--- src/rtl/seg_readback.sv ---
// Readback decoder for the multiplexed 7-segment bus.
// Debounces per-position patterns, decodes them to codes and flags blinking.
module seg_readback #(
  parameter int NPOS      = 6,
  parameter int STABLE_N  = 4,
  parameter int BLINK_WIN = 4096
) (
  input  logic       clk,
  input  logic       rst_n,
  input  logic       seg_valid,
  input  logic [6:0] seg,
  input  logic [2:0] seg_pos,
  input  logic [2:0] rd_pos,
  output logic [3:0] rd_code,
  output logic [3:0] rd_glyph,
  output logic       rd_blink,
  output logic       upd,
  output logic [2:0] upd_pos,
  output logic       err,
  input  logic       err_clr
);

  localparam int TW = $clog2(BLINK_WIN + 1);
  localparam logic [TW-1:0] TMAX = TW'(BLINK_WIN);
  localparam logic [3:0] SN = 4'(STABLE_N);
  localparam logic [3:0] BLANK = 4'hF;
  localparam logic [3:0] INVAL = 4'hE;

  logic [3:0]    com_q [NPOS];
  logic [3:0]    com_d [NPOS];
  logic [3:0]    gly_q [NPOS];
  logic [3:0]    gly_d [NPOS];
  logic [3:0]    cand_q [NPOS];
  logic [3:0]    cand_d [NPOS];
  logic [3:0]    cnt_q [NPOS];
  logic [3:0]    cnt_d [NPOS];
  logic [TW-1:0] tmr_q [NPOS];
  logic [TW-1:0] tmr_d [NPOS];
  logic          blk_q [NPOS];
  logic          blk_d [NPOS];
  logic          upd_q, upd_d;
  logic [2:0]    upd_pos_q, upd_pos_d;
  logic          err_q, err_d;

  logic [3:0] code;
  logic       in_rng;
  logic       err_set;
  logic       hit;
  logic       commit;
  logic       bb;

  always_comb begin
    case (seg)
      7'b1111110: code = 4'd0;
      7'b0110000: code = 4'd1;
      7'b1101101: code = 4'd2;
      7'b1111001: code = 4'd3;
      7'b0110011: code = 4'd4;
      7'b1011011: code = 4'd5;
      7'b1011111: code = 4'd6;
      7'b1110000: code = 4'd7;
      7'b1111111: code = 4'd8;
      7'b1111011: code = 4'd9;
      7'b1110111: code = 4'd10;
      7'b1100111: code = 4'd11;
      7'b0000001: code = 4'd12;
      7'b0000000: code = BLANK;
      default:    code = INVAL;
    endcase
  end

  always_comb begin
    com_d     = com_q;
    gly_d     = gly_q;
    cand_d    = cand_q;
    cnt_d     = cnt_q;
    tmr_d     = tmr_q;
    blk_d     = blk_q;
    upd_d     = 1'b0;
    upd_pos_d = upd_pos_q;
    hit       = 1'b0;
    commit    = 1'b0;
    bb        = 1'b0;
    in_rng    = int'(seg_pos) < NPOS;
    err_set   = seg_valid && !in_rng;
    for (int i = 0; i < NPOS; i++) begin
      hit    = seg_valid && in_rng && (seg_pos == 3'(i));
      commit = 1'b0;
      if (hit) begin
        if (code == cand_q[i]) begin
          if (cnt_q[i] < SN) cnt_d[i] = cnt_q[i] + 4'd1;
          if (cnt_q[i] == SN - 4'd1 && code != com_q[i])
            commit = 1'b1;
        end else begin
          cand_d[i] = code;
          cnt_d[i]  = 4'd1;
        end
      end
      bb = commit && ((com_q[i] == BLANK) != (code == BLANK));
      tmr_d[i] = (tmr_q[i] < TMAX) ? tmr_q[i] + 1'b1 : tmr_q[i];
      // Blink is set only if the previous blank edge was recent.
      if (bb) begin
        if (tmr_q[i] < TMAX) blk_d[i] = 1'b1;
        tmr_d[i] = '0;
      end else if (tmr_d[i] == TMAX) begin
        blk_d[i] = 1'b0;
      end
      if (commit) begin
        com_d[i]  = code;
        if (code != BLANK) gly_d[i] = code;
        upd_d     = 1'b1;
        upd_pos_d = 3'(i);
        if (code == INVAL) err_set = 1'b1;
      end
    end
    err_d = err_set ? 1'b1 : (err_clr ? 1'b0 : err_q);
  end

  always_ff @(posedge clk or negedge rst_n) begin
    if (!rst_n) begin
      for (int i = 0; i < NPOS; i++) begin
        com_q[i]  <= BLANK;
        gly_q[i]  <= BLANK;
        cand_q[i] <= BLANK;
        cnt_q[i]  <= '0;
        tmr_q[i]  <= TMAX;
        blk_q[i]  <= 1'b0;
      end
      upd_q     <= 1'b0;
      upd_pos_q <= '0;
      err_q     <= 1'b0;
    end else begin
      com_q     <= com_d;
      gly_q     <= gly_d;
      cand_q    <= cand_d;
      cnt_q     <= cnt_d;
      tmr_q     <= tmr_d;
      blk_q     <= blk_d;
      upd_q     <= upd_d;
      upd_pos_q <= upd_pos_d;
      err_q     <= err_d;
    end
  end

  always_comb begin
    rd_code  = BLANK;
    rd_glyph = BLANK;
    rd_blink = 1'b0;
    for (int i = 0; i < NPOS; i++) begin
      if (rd_pos == 3'(i)) begin
        rd_code  = com_q[i];
        rd_glyph = gly_q[i];
        rd_blink = blk_q[i];
      end
    end
  end

  assign upd     = upd_q;
  assign upd_pos = upd_pos_q;
  assign err     = err_q;

endmodule
--- config.mk ---
export PLATFORM = sky130hd
export DESIGN_NAME = seg_readback
export DESIGN_NICKNAME = d
export VERILOG_FILES = /design/src/rtl/seg_readback.sv
export SDC_FILE = /design/constraint.sdc
export NUM_CORES = 1
export LEC_CHECK = 0
export BUFFER_PORTS_ARGS = -buffer_cell sky130_fd_sc_hd__buf_2
export CAP_MARGIN = 20
export CORE_MARGIN = 2
export CORE_UTILIZATION = 35
export DETAILED_ROUTE_END_ITERATION = 7
export SLEW_MARGIN = 20
export SYNTH_ARGS = -nofsm -noshare
export SYNTH_HDL_FRONTEND = slang
export SYNTH_SLANG_ARGS = --single-unit
--- constraint.sdc ---
create_clock -name clk -period 2.21 [get_ports clk]
set_input_delay 0.221 -clock clk [delete_from_list [all_inputs] [get_ports clk]]
set_output_delay 0.221 -clock clk [all_outputs]
set_load 0.02 [all_outputs]
==> run summary <==
### Status
- **run status** finished with violations
- **violated checks** setup timing

### CTS
- **Clk Tree Root Cell** clkbuf_16
- **clock sinks** 185
- **clock input transition at the sequential cells of the worst setup and hold paths** 80 ps
- **CTS tree** yes
- **clk_lat worst skew** 440 ps
- **H-tree Lvls** 4
- **Inserted Clock Buffers** 17
- **Max Buffers Root-to-Sink** 2

### Die
- **top-level port count** 31
- **Die Footprint** 30,970 sq um
- **area inside the core boundary** 28,940 sq um
- **placement row count** 62
- **initial standard-cell utilization of the core** 35.77%
- **width of the chip** 176.0 microns
- **die extent in y** 176.0 microns

### STA
- **timing-limited maximum frequency** 0.3753 GHz
- **Rel. slew slack** 53.18%
- **RSZ-0062 raised after global routing** true
- **setup skew after layout** 15.42 ps
- **final slew viol count** 0
- **post-route clock period utilization** 120.6%
- **final critical path time including I/O delays and setup** 2665 ps
- **final count of negative-setup-slack endpoints** 151
- **actual transition at the worst max-transition pin** 699.7 ps
- **final hold violation count** 0
- **final setup TNS** -37,420 ps
- **fin worst setup slack** -454.6 ps

### Power
- **PwrDens** 586.4 nW/um^2
- **register share of total power** 48.3%
- **switching pwr** 2.218 mW
- **leakage power figure** 5.400 nW
- **overall power after layout** 7.876 mW
- **combinational fraction of design power** 13.4%
- **part of the power in the clock network** 38.3%
- **net switching fraction of the power** 28.16%
- **Cell Int Power** 5.658 mW
- **maximum resistive drop on vdd** 0.4685 mV

### Worst setup path
- **critical path depth** 14
- **critical path data arrival time** 2990 ps
- **critical path class** in -> reg
- **launching element of the worst setup path** seg[3]
- **CP Max Fanout** 6
- **element type at the critical path start** input pin
- **worst r2r src** cand_q[9]
- **cells along the critical path** buf_8 -> or4_4 -> a211oi_4 -> nor2_2 -> a211oi_4 -> buf_6 -> buf_12 -> xnor2_4 -> or4_4 -> nor4_4 -> buf_4 -> buf_4 -> buf_6 -> nor2_1
- **Crit path buffers/inverters** 6
- **worst r2r path cells** 9
- **top cell family by delay on the critical path** simple AND/OR/NAND/NOR gates
- **crit path capture** tmr_q[67]
- **worst reg2reg path endpoint** blk_q[2]
- **Critical Path Slowest Stage Cell** or4_4
- **maximum cell stage delay along the critical path** 540 ps
- **data required time at the worst endpoint** 2530 ps
- **flop2flop setup slack** -10 ps
- **crit end category** flop

### Logic synthesis
- **gate count of the mapped netlist** 1,092
- **number of enable-type register cells in the synthesized netlist** 0
- **synthesized area** 10,350 sq um
- **portion of the post-synthesis area used by sequential elements** 45.67%
- **share of synthesized flip-flops with an asynchronous set or reset** 100.0%
- **warning count from the yosys run** 0
- **Yosys top cell by area** dfrtp_1
- **distinct cell type count of the synthesized netlist** 72
- **share of Yosys cell area claimed by the top area cell type** 25.87%
- **Post-Syn Area per Cell** 9.479 sq um
- **leading cell types by total area after synthesis** dfrtp_1 26%, dfstp_2 20%, xnor2_1 6.7%, nor2_1 5.4%, a21oi_1 3.3%
- **Top FF cell, synth** dfrtp_1
- **Yosys reg bits** 185
- **net count after synthesis** 1,121

### Layout
- **count of inserted antenna diode cells** 0
- **# nets final** 1,292
- **Util after Layout** 46.42%
- **area taken by multi-input logic gates** 5821 sq um
- **Fill cells** 2,688
- **Area growth syn-to-layout** 29.75%
- **design area** 13,430 sq um
- **ratio of cells with drive above 1 in the final layout** 33.07%
- **flip-flop and latch area** 4727 sq um

### Route
- **total detailed-routing wirelength** 25,770 microns
- **number of DRC markers in iteration 0** 467
- **residual antenna-violating net count after detailed routing** 0
- **vias per std cell** 5.135
- **Pre-antenna DRT Iters** 5
- **via count** 8,524
- **drt drc** 0
- **Wirelength per Cell** 15.52 microns

### GRT
- **initial antenna violation count** 0
- **overall track demand over capacity in global routing** 17.24%
- **vias in the first global route** 8,602
- **pin count of the biggest net entering global routing** 65
- **total congestion overflow** 0
- **wire length of the first global-routing pass** 43,440 microns

### Hold path
- **class of the tightest hold or removal check** in -> reg
- **worst hold start** err_clr

### Placed design
- **Placed Instance Area** 12,040 sq um
- **RePlAce Congestion** 0.8253
- **count of port buffers added during placement** 30
- **post-place setup slack** -944.5 ps
- **hpwl dp** 18,030 microns

### Flow run
- **maximum capacitance violations** 0

[tightest hold or removal path, delay by kind of cell]
family / cells / cell delay (ps)
AOI/OAI and AO/OA: 2 / 330
buffers and inverters: 1 / 70
[layer usage]
| metal | GRT usage [%] | wire (microns) |
|---|---|---|
| met5 | 0 | 0 |
| met4 | 4.683 | 361 |
| met3 | 2.433 | 647 |
| met2 | 29.41 | 12750 |
| met1 | 22.98 | 12010 |
[flip-flops by register name (all words and copies together), names as in the netlist]
name	cells
blk_q	6
cand_q	24
cnt_q	24
com_q	24
err	1
gly_q	24
tmr_q	78
upd	1
upd_pos	3
[placed cells by master, fill, tap and decap left out, types with 21 or more instances in the layout]
cell and instances:
xor2_1 37, buf_4 137, o21ai_0 38, dfstp_2 78, a21oi_1 52, buf_2 28, dfrtp_1 107, nor3_1 21
inv_1 23, nand3_1 43, nor2_1 145, mux2i_1 21, nor2b_1 25, nand4_1 26, nand2_1 83, xnor2_1 66
[cell usage after synthesis, types with 15 or more instances]
cell type,count
a21oi_1,69
clkbuf_1,27
dfrtp_1,107
dfstp_2,78
inv_1,23
mux2i_1,21
nand2_1,84
nand2b_1,15
nand3_1,43
nand4_1,26
nor2_1,150
nor2b_1,25
nor3_1,27
nor4_1,18
o21ai_0,50
xnor2_1,79
xor2_1,39
[power groups by stage]
stage	registers [mW]	clock network (mW)	logic, mW
2_1_floorplan	3.80	0	0.536
3_3_place_gp	3.82	0	0.903
3_5_place_dp	3.82	0	0.931
4_1_cts	3.79	3.10	1.02
5_1_grt	3.83	3.24	1.17
6_report	3.80	3.02	1.06
[worst min-delay path by stage]
stage | cells after the start | endpoint
global route | 2 | cnt_q[10]
CTS | 2 | cnt_q[11]
floorplan | 0 | blk_q[0]
detailed placement | 1 | cnt_q[11]
finish | 3 | err
global placement | 1 | cnt_q[10]
[logic make-up after synthesis]
logic type	share of synthesized area [%]
buffers and inverters	3.312
xor gates and xnor gates	9.984
adders and majority gates	1.450
AOI/OAI and AO/OA	12.69
muxes	3.880
and+or+nand+nor	23.01
DFF	45.67
[metrics by stage]
| step | cells | hold slack [ps] |
|---|---|---|
| floorplan | 1092 | -74.59 |
| global placement | 1599 | 136.2 |
| detailed placement | 1599 | 140.0 |
| CTS | 1652 | 217.4 |
| global route | 1660 | 238.2 |
| finish | 1660 | 221.7 |
[what timing repair did]
action / 4_1_cts / 5_1_grt
setup endpoints to repair: 154 / 158
hold buffers: 1 / 0
gates cloned: 2 / 2
setup buffers: 18 / 6
hold endpoints to repair: 26 / 0
resized for setup: 75 / 33
pin swaps: 12 / 6
[cell type report]
| class | count | share of cell area [%] |
|---|---|---|
| clock inverters | 15 | 1.127 |
| flip-flops and latches | 185 | 35.20 |
| inverters | 23 | 0.6428 |
| multi-input cells | 833 | 43.34 |
| repair buffers | 203 | 12.95 |
| clock buffers | 17 | 3.168 |
| well taps | 384 | 3.577 |
Power figures use the tool's default switching activity.
